$ cat src/rtl/led_heartbeat_if.sv
// Control/status bundle for led_heartbeat. The master drives modes, periods, duties and sync.
// The slave (the LED driver) returns the LED bus and the prescaler tick.
interface led_heartbeat_if #(
  parameter int NCH      = 4,
  parameter int PWM_BITS = 8
);
  logic [2*NCH-1:0]      mode;
  logic [16*NCH-1:0]     half_period;
  logic [PWM_BITS*NCH-1:0] duty;
  logic                  sync;
  logic [NCH-1:0]        led;
  logic                  tick;

  modport master (
    output mode,
    output half_period,
    output duty,
    output sync,
    input  led,
    input  tick
  );

  modport slave (
    input  mode,
    input  half_period,
    input  duty,
    input  sync,
    output led,
    output tick
  );
endinterface

$ cat src/rtl/led_heartbeat.sv
// Multi-channel LED driver: shared tick prescaler, per-channel off/on/blink/PWM, 1-cycle registered output.
// Define LED_BREATHE_EN to make mode 11 follow an internal triangle ramp instead of duty.
module led_heartbeat #(
  parameter int NCH      = 4,
  parameter int CLK_HZ   = 100_000_000,
  parameter int TICK_HZ  = 1000,
  parameter int PWM_BITS = 8
) (
  input  logic           sys_clk,
  input  logic           sys_rst,
  led_heartbeat_if.slave bus
);

  localparam int DIV = CLK_HZ / TICK_HZ;
  localparam int PW  = $clog2(DIV);
  localparam logic [PW-1:0] DIV_M1 = PW'(DIV - 1);

  localparam logic [1:0] MODE_OFF   = 2'b00;
  localparam logic [1:0] MODE_ON    = 2'b01;
  localparam logic [1:0] MODE_BLINK = 2'b10;
  localparam logic [1:0] MODE_PWM   = 2'b11;

  logic [PW-1:0]       pre_q, pre_d;
  logic                tick_q, tick_d;
  logic                tick_ev;
  logic [PWM_BITS-1:0] pwm_q, pwm_d;

  // sync suppresses a coincident tick so every channel restarts from a clean phase.
  always_comb begin
    tick_ev = (pre_q == DIV_M1) && !bus.sync;
    tick_d  = tick_ev;
    if (bus.sync || (pre_q == DIV_M1)) begin
      pre_d = '0;
    end else begin
      pre_d = pre_q + PW'(1);
    end
    pwm_d = pwm_q + PWM_BITS'(1);
  end

  always_ff @(posedge sys_clk) begin
    if (sys_rst) begin
      pre_q  <= '0;
      tick_q <= 1'b0;
      pwm_q  <= '0;
    end else begin
      pre_q  <= pre_d;
      tick_q <= tick_d;
      pwm_q  <= pwm_d;
    end
  end

  assign bus.tick = tick_q;

  for (genvar g = 0; g < NCH; g++) begin : g_ch
    logic [1:0]          mode_in;
    logic [15:0]         hp_in;
    logic [15:0]         hp_m1;
    logic                entry;
    logic [PWM_BITS-1:0] duty_eff;

    logic [15:0] cnt_q, cnt_d;
    logic        ph_q, ph_d;
    logic [1:0]  mode_q, mode_d;
    logic        led_q, led_d;

    assign mode_in = bus.mode[2*g +: 2];
    assign hp_in   = bus.half_period[16*g +: 16];
    // A zero half-period behaves as one: toggle on every tick.
    assign hp_m1   = (hp_in == 16'd0) ? 16'd0 : (hp_in - 16'd1);
    assign entry   = bus.sync || (mode_in != mode_q);

    always_comb begin
      cnt_d  = cnt_q;
      ph_d   = ph_q;
      mode_d = mode_in;
      if (entry) begin
        cnt_d = 16'd0;
        ph_d  = 1'b1;
      end else if (tick_ev && (mode_in == MODE_BLINK)) begin
        if (cnt_q >= hp_m1) begin
          cnt_d = 16'd0;
          ph_d  = ~ph_q;
        end else begin
          cnt_d = cnt_q + 16'd1;
        end
      end
    end

`ifdef LED_BREATHE_EN
    logic [PWM_BITS-1:0] br_q, br_d;
    logic                dn_q, dn_d;

    // Triangle ramp; each endpoint is held for one tick while the direction flips.
    always_comb begin
      br_d = br_q;
      dn_d = dn_q;
      if (entry) begin
        br_d = '0;
        dn_d = 1'b0;
      end else if (tick_ev && (mode_in == MODE_PWM)) begin
        if (!dn_q) begin
          if (&br_q) dn_d = 1'b1;
          else       br_d = br_q + PWM_BITS'(1);
        end else begin
          if (br_q == '0) dn_d = 1'b0;
          else            br_d = br_q - PWM_BITS'(1);
        end
      end
    end

    always_ff @(posedge sys_clk) begin
      if (sys_rst) begin
        br_q <= '0;
        dn_q <= 1'b0;
      end else begin
        br_q <= br_d;
        dn_q <= dn_d;
      end
    end

    assign duty_eff = br_d;
`else
    assign duty_eff = bus.duty[PWM_BITS*g +: PWM_BITS];
`endif

    // Select from the live mode and next phase so a change shows on led one cycle later.
    always_comb begin
      unique case (mode_in)
        MODE_OFF:   led_d = 1'b0;
        MODE_ON:    led_d = 1'b1;
        MODE_BLINK: led_d = ph_d;
        MODE_PWM:   led_d = (pwm_q < duty_eff);
        default:    led_d = 1'b0;
      endcase
    end

    always_ff @(posedge sys_clk) begin
      if (sys_rst) begin
        cnt_q  <= 16'd0;
        ph_q   <= 1'b0;
        mode_q <= MODE_OFF;
        led_q  <= 1'b0;
      end else begin
        cnt_q  <= cnt_d;
        ph_q   <= ph_d;
        mode_q <= mode_d;
        led_q  <= led_d;
      end
    end

    assign bus.led[g] = led_q;
  end

endmodule

$ cat src/flat_wrapper.sv
// flat-port wrapper written by rule: the top's interface ports become plain ports
module led_heartbeat_flat 
#(
  parameter int NCH      = 4,
  parameter int CLK_HZ   = 100_000_000,
  parameter int TICK_HZ  = 1000,
  parameter int PWM_BITS = 8
)
  (sys_clk, sys_rst, bus_mode, bus_half_period, bus_duty, bus_sync, bus_led, bus_tick);
  led_heartbeat_if #(.NCH(NCH), .PWM_BITS(PWM_BITS)) bus_i ();
  input  logic sys_clk;
  input  logic sys_rst;
  input wire logic [$bits(bus_i.mode)-1:0] bus_mode;
  input wire logic [$bits(bus_i.half_period)-1:0] bus_half_period;
  input wire logic [$bits(bus_i.duty)-1:0] bus_duty;
  input wire logic [$bits(bus_i.sync)-1:0] bus_sync;
  output wire logic [$bits(bus_i.led)-1:0] bus_led;
  output wire logic [$bits(bus_i.tick)-1:0] bus_tick;
  assign bus_i.mode = bus_mode;
  assign bus_i.half_period = bus_half_period;
  assign bus_i.duty = bus_duty;
  assign bus_i.sync = bus_sync;
  assign bus_led = bus_i.led;
  assign bus_tick = bus_i.tick;
  led_heartbeat #(.NCH(NCH), .CLK_HZ(CLK_HZ), .TICK_HZ(TICK_HZ), .PWM_BITS(PWM_BITS)) u_core (.sys_clk(sys_clk), .sys_rst(sys_rst), .bus(bus_i));
endmodule
$ cat config.mk
export PLATFORM = sky130hd
export DESIGN_NAME = led_heartbeat_flat
export DESIGN_NICKNAME = d
export VERILOG_FILES = /design/src/rtl/led_heartbeat_if.sv /design/src/rtl/led_heartbeat.sv /design/src/flat_wrapper.sv
export SDC_FILE = /design/constraint.sdc
export NUM_CORES = 1
export LEC_CHECK = 0
export ABC_AREA = 1
export BUFFER_PORTS_ARGS = -buffer_cell sky130_fd_sc_hd__buf_4
export CAP_MARGIN = 10
export CORE_MARGIN = 1.5
export CORE_UTILIZATION = 44
export CTS_CLUSTER_SIZE = 10
export DETAILED_ROUTE_END_ITERATION = 6
export SYNTH_ARGS = -nofsm -noshare
export SYNTH_HDL_FRONTEND = slang
export SYNTH_SLANG_ARGS = --single-unit
$ cat constraint.sdc
create_clock -name sys_clk -period 3.65 [get_ports sys_clk]
set_clock_uncertainty 0.1 [all_clocks]
set_input_delay 0.365 -clock sys_clk [delete_from_list [all_inputs] [get_ports sys_clk]]
set_output_delay 0.365 -clock sys_clk [all_outputs]
set_load 0.03 [all_outputs]
==> results.md <==
* H-tree Lvls at 3
* Yosys top cell area share at 23.0%
* PortBufs at 111
* Switch Pwr at 0.684 mW
* Max_cap viols at 0
* Drt wl/cell at 12.3 um
* Area grow syn2layout at 16.0%
* Largest area contributor in the netlist: dfxtp_1
* Vias at 9032
* Pleak at 5.03 nW
* Final setup violation count at 0
* Hold Crit Class: input pin to flip-flop
* Initial core utilization at 45.3%
* Most common cell after layout, fill and taps aside: nand2_1
* Switching share of power at 25.7%
* Mux cell area share after synthesis at 0%
* Initial DRC Count at 370
* Synth Area in Adders at 14.4%
* FILL cells at 2108
* Combinational family with the most area after synthesis: simple AND/OR/NAND/NOR gates
* Comb power frac at 14.6%
* PnR worst setup slack at 0.714 ns
* Resize count post-CTS at 0
* HP Start: bus_sync
* Clock Latency Late Sink at 0.35 ns
* Compound-Gate Fraction of Synth Area at 11.0%
* Initial antenna violation count at 0
* Gr ovfl total at 0
* Clk sinks at 106
* Max Clk Rate at 341 MHz
* Largest net degree at the start of global routing at 20
* Worst Setup SP: bus_half_period[49]
* Final Util at 52.5%
* Final GP Congestion at 0.863
* Root Buffer: clkbuf_16
* # IOs at 112
* Crit-path max FO at 8
* Sequential share of the synthesized area at 23.0%
* Outcome: completed
* Vias in the first global route at 8382
* Share of post-route cells with drive strength above 1 at 11.6%
* Post-synthesis simple-gate area fraction at 36.2%
* Largest cells by area after synthesis: dfxtp_1 23%, ha_1 14%, nand2_1 11%, inv_1 8.3%, nor2_1 8.1%
* Clock buffer depth at 2
* GRT Total Usage at 20.6%
* Sequential fraction of design power at 44.4%
* Clk slew on worst S/H paths at 0.07 ns
* Syn Nets at 1621
* Pre-antenna DRT Iters at 5
* Data required, critical path at 3.83 ns
* Number of synthesized register bits at 106
* Mapped Area at 9220 sq um
* Mapped Cells at 1408
* Die X-Extent at 148 um
* Die ar. at 21800 sq um
* CTS tree: yes
* Type of element capturing the critical path: flip-flop
* Fin crit share at 80.4%
* Final nets at 1735
* Pwr Total at 2.66 mW
* Antenna cells at 0
* First-pass GRT wire length at 37.6 mm
* Clock Power Share at 41.0%
* Int Pwr at 1.98 mW
* Hold-fix buffers, CTS at 0
* Tmin final at 2.94 ns
* Most frequent cells in the layout: 278 x nand2_1, 203 x inv_1, 198 x nor2_1, 116 x buf_4
* Final Hold Viols at 0
* Worst slew margin at 56.8%
* Setup_tns at 0 ns
* Row Count at 52
* Syn avg cell area at 6.55 sq um
* Total CTS buffers at 9
* Count of warnings emitted by yosys at 0
* Pre-CTS worst setup slack at 0.308 ns
* Max-slew violations at 0
* Critical path class: input pin to flip-flop
* Drt total wl at 22.1 mm
* Netlist cell types at 45
* Via-to-Cell Ratio at 5.03
* Post-synthesis xor/xnor area fraction at 6.08%
* P per Cell Area at 249 nW/um^2
* Maximum vdd ir drop at 0.000227 V
* Post-route ant nets at 0
* CP arrival at 3.11 ns
* Core area at 20400 sq um
* Worst slew pin tran at 0.646 ns
* Final hold slack at 0.0819 ns
* RSZ-0062 raised after global routing: false
* CP Launch Type: input pin
* Worst r2r src: u_core.pre_q[0]
* DP HPWL at 17.9 mm
* Die Y at 148 um
* Postcts setup bufs at 0
* DRC Markers at 0
[stage by stage]
stage / std cells / area, sq um
2_1_floorplan: 1408 / 9220
3_3_place_gp: 1781 / 10400
3_5_place_dp: 1781 / 10400
4_1_cts: 1797 / 10700
5_1_grt: 1797 / 10700
6_report: 1797 / 10700
[critical path, stage by stage]
cell and delay, ns:
buf_4 0.11, nor2_1 0.10, nand2_1 0.08, nor2_1 0.22, nand2_1 0.08, nor2_1 0.12, nand2_1 0.11, nor4_1 0.23
xor2_1 0.17, nand2_1 0.07, ha_1 0.29, a21oi_1 0.14, o21ai_0 0.10, a21oi_1 0.12, nand2_1 0.20, a21oi_1 0.31
inv_2 0.12, a211oi_1 0.16
[sequential cells by signal, indices dropped and copies added (netlist names)]
register / count
u_core.g_ch.mode_q: 8
u_core.pre_q: 17
u_core.g_ch.led_q: 4
u_core.g_ch.cnt_q: 64
u_core.pwm_q: 8
u_core.g_ch.ph_q: 4
u_core.bus.tick: 1
[per-layer routing]
layer | share of wire, % | vias up | GRT usage, % | wire [um]
li1 | - | 4892 | - | -
met5 | 0 | - | 0 | 0
met4 | 1.1 | 0 | 4.05 | 236
met3 | 2.5 | 17 | 2.69 | 548
met1 | 48 | 4022 | 26.0 | 10600
met2 | 49 | 101 | 37.3 | 10700
[layout make-up]
cell class | instances | area (sq um) | area share, %
Multi-Input combinational cell | 1078 | 6240 | 58.3
Sequential cell | 106 | 2120 | 19.8
Timing Repair Buffer | 116 | 871 | 8.14
Inverter | 211 | 792 | 7.41
Tap cell | 270 | 338 | 3.16
Clock buffer | 10 | 239 | 2.23
Clock inverter | 6 | 96.3 | 0.901
[final timing paths]
path / endpoint / slack, ns / depth (start not counted)
worst max-delay path: u_core.g_ch[3].cnt_q[2] / 0.71 / 18
worst min-delay path: u_core.bus.tick / 0.08 / 2
worst max register to register: u_core.g_ch[0].cnt_q[0] / 1.30 / 8
worst min register to register: u_core.pre_q[0] / 0.35 / 1
[logic make-up (layout without fill, tap and decap cells)]
kind of cell	count (synthesis)	count (layout)
DFF	106	106
AOI/OAI and AO/OA	184	184
xor gates and xnor gates	64	64
and+or+nand+nor	724	724
buffers and inverters	224	343
adders and majority gates	106	106
[power groups by stage]
stage	combinational, mW	sequential, mW	clock [mW]
CTS	0.393	1.18	1.13
detailed placement	0.391	1.21	0
global placement	0.386	1.21	0
finish	0.389	1.18	1.09
global route	0.448	1.18	1.16
floorplan	0.226	1.21	0
[cell usage after synthesis, drive strengths merged]
cell type / count
a211oi: 7
a21boi: 4
a21o: 3
a21oi: 105
a31o: 3
a31oi: 7
and2: 3
buf: 7
clkbuf: 6
clkinv: 1
dfxtp: 106
ha: 106
inv: 210
nand2: 281
nand3: 85
nand3b: 9
nand4: 60
nor2: 211
nor3: 38
nor3b: 8
nor4: 17
nor4b: 1
o211ai: 1
o21a: 3
o21ai: 41
o21bai: 5
o22ai: 4
o41ai: 1
or2: 11
xnor2: 8
xor2: 56
(Power assumes the default switching activity.)
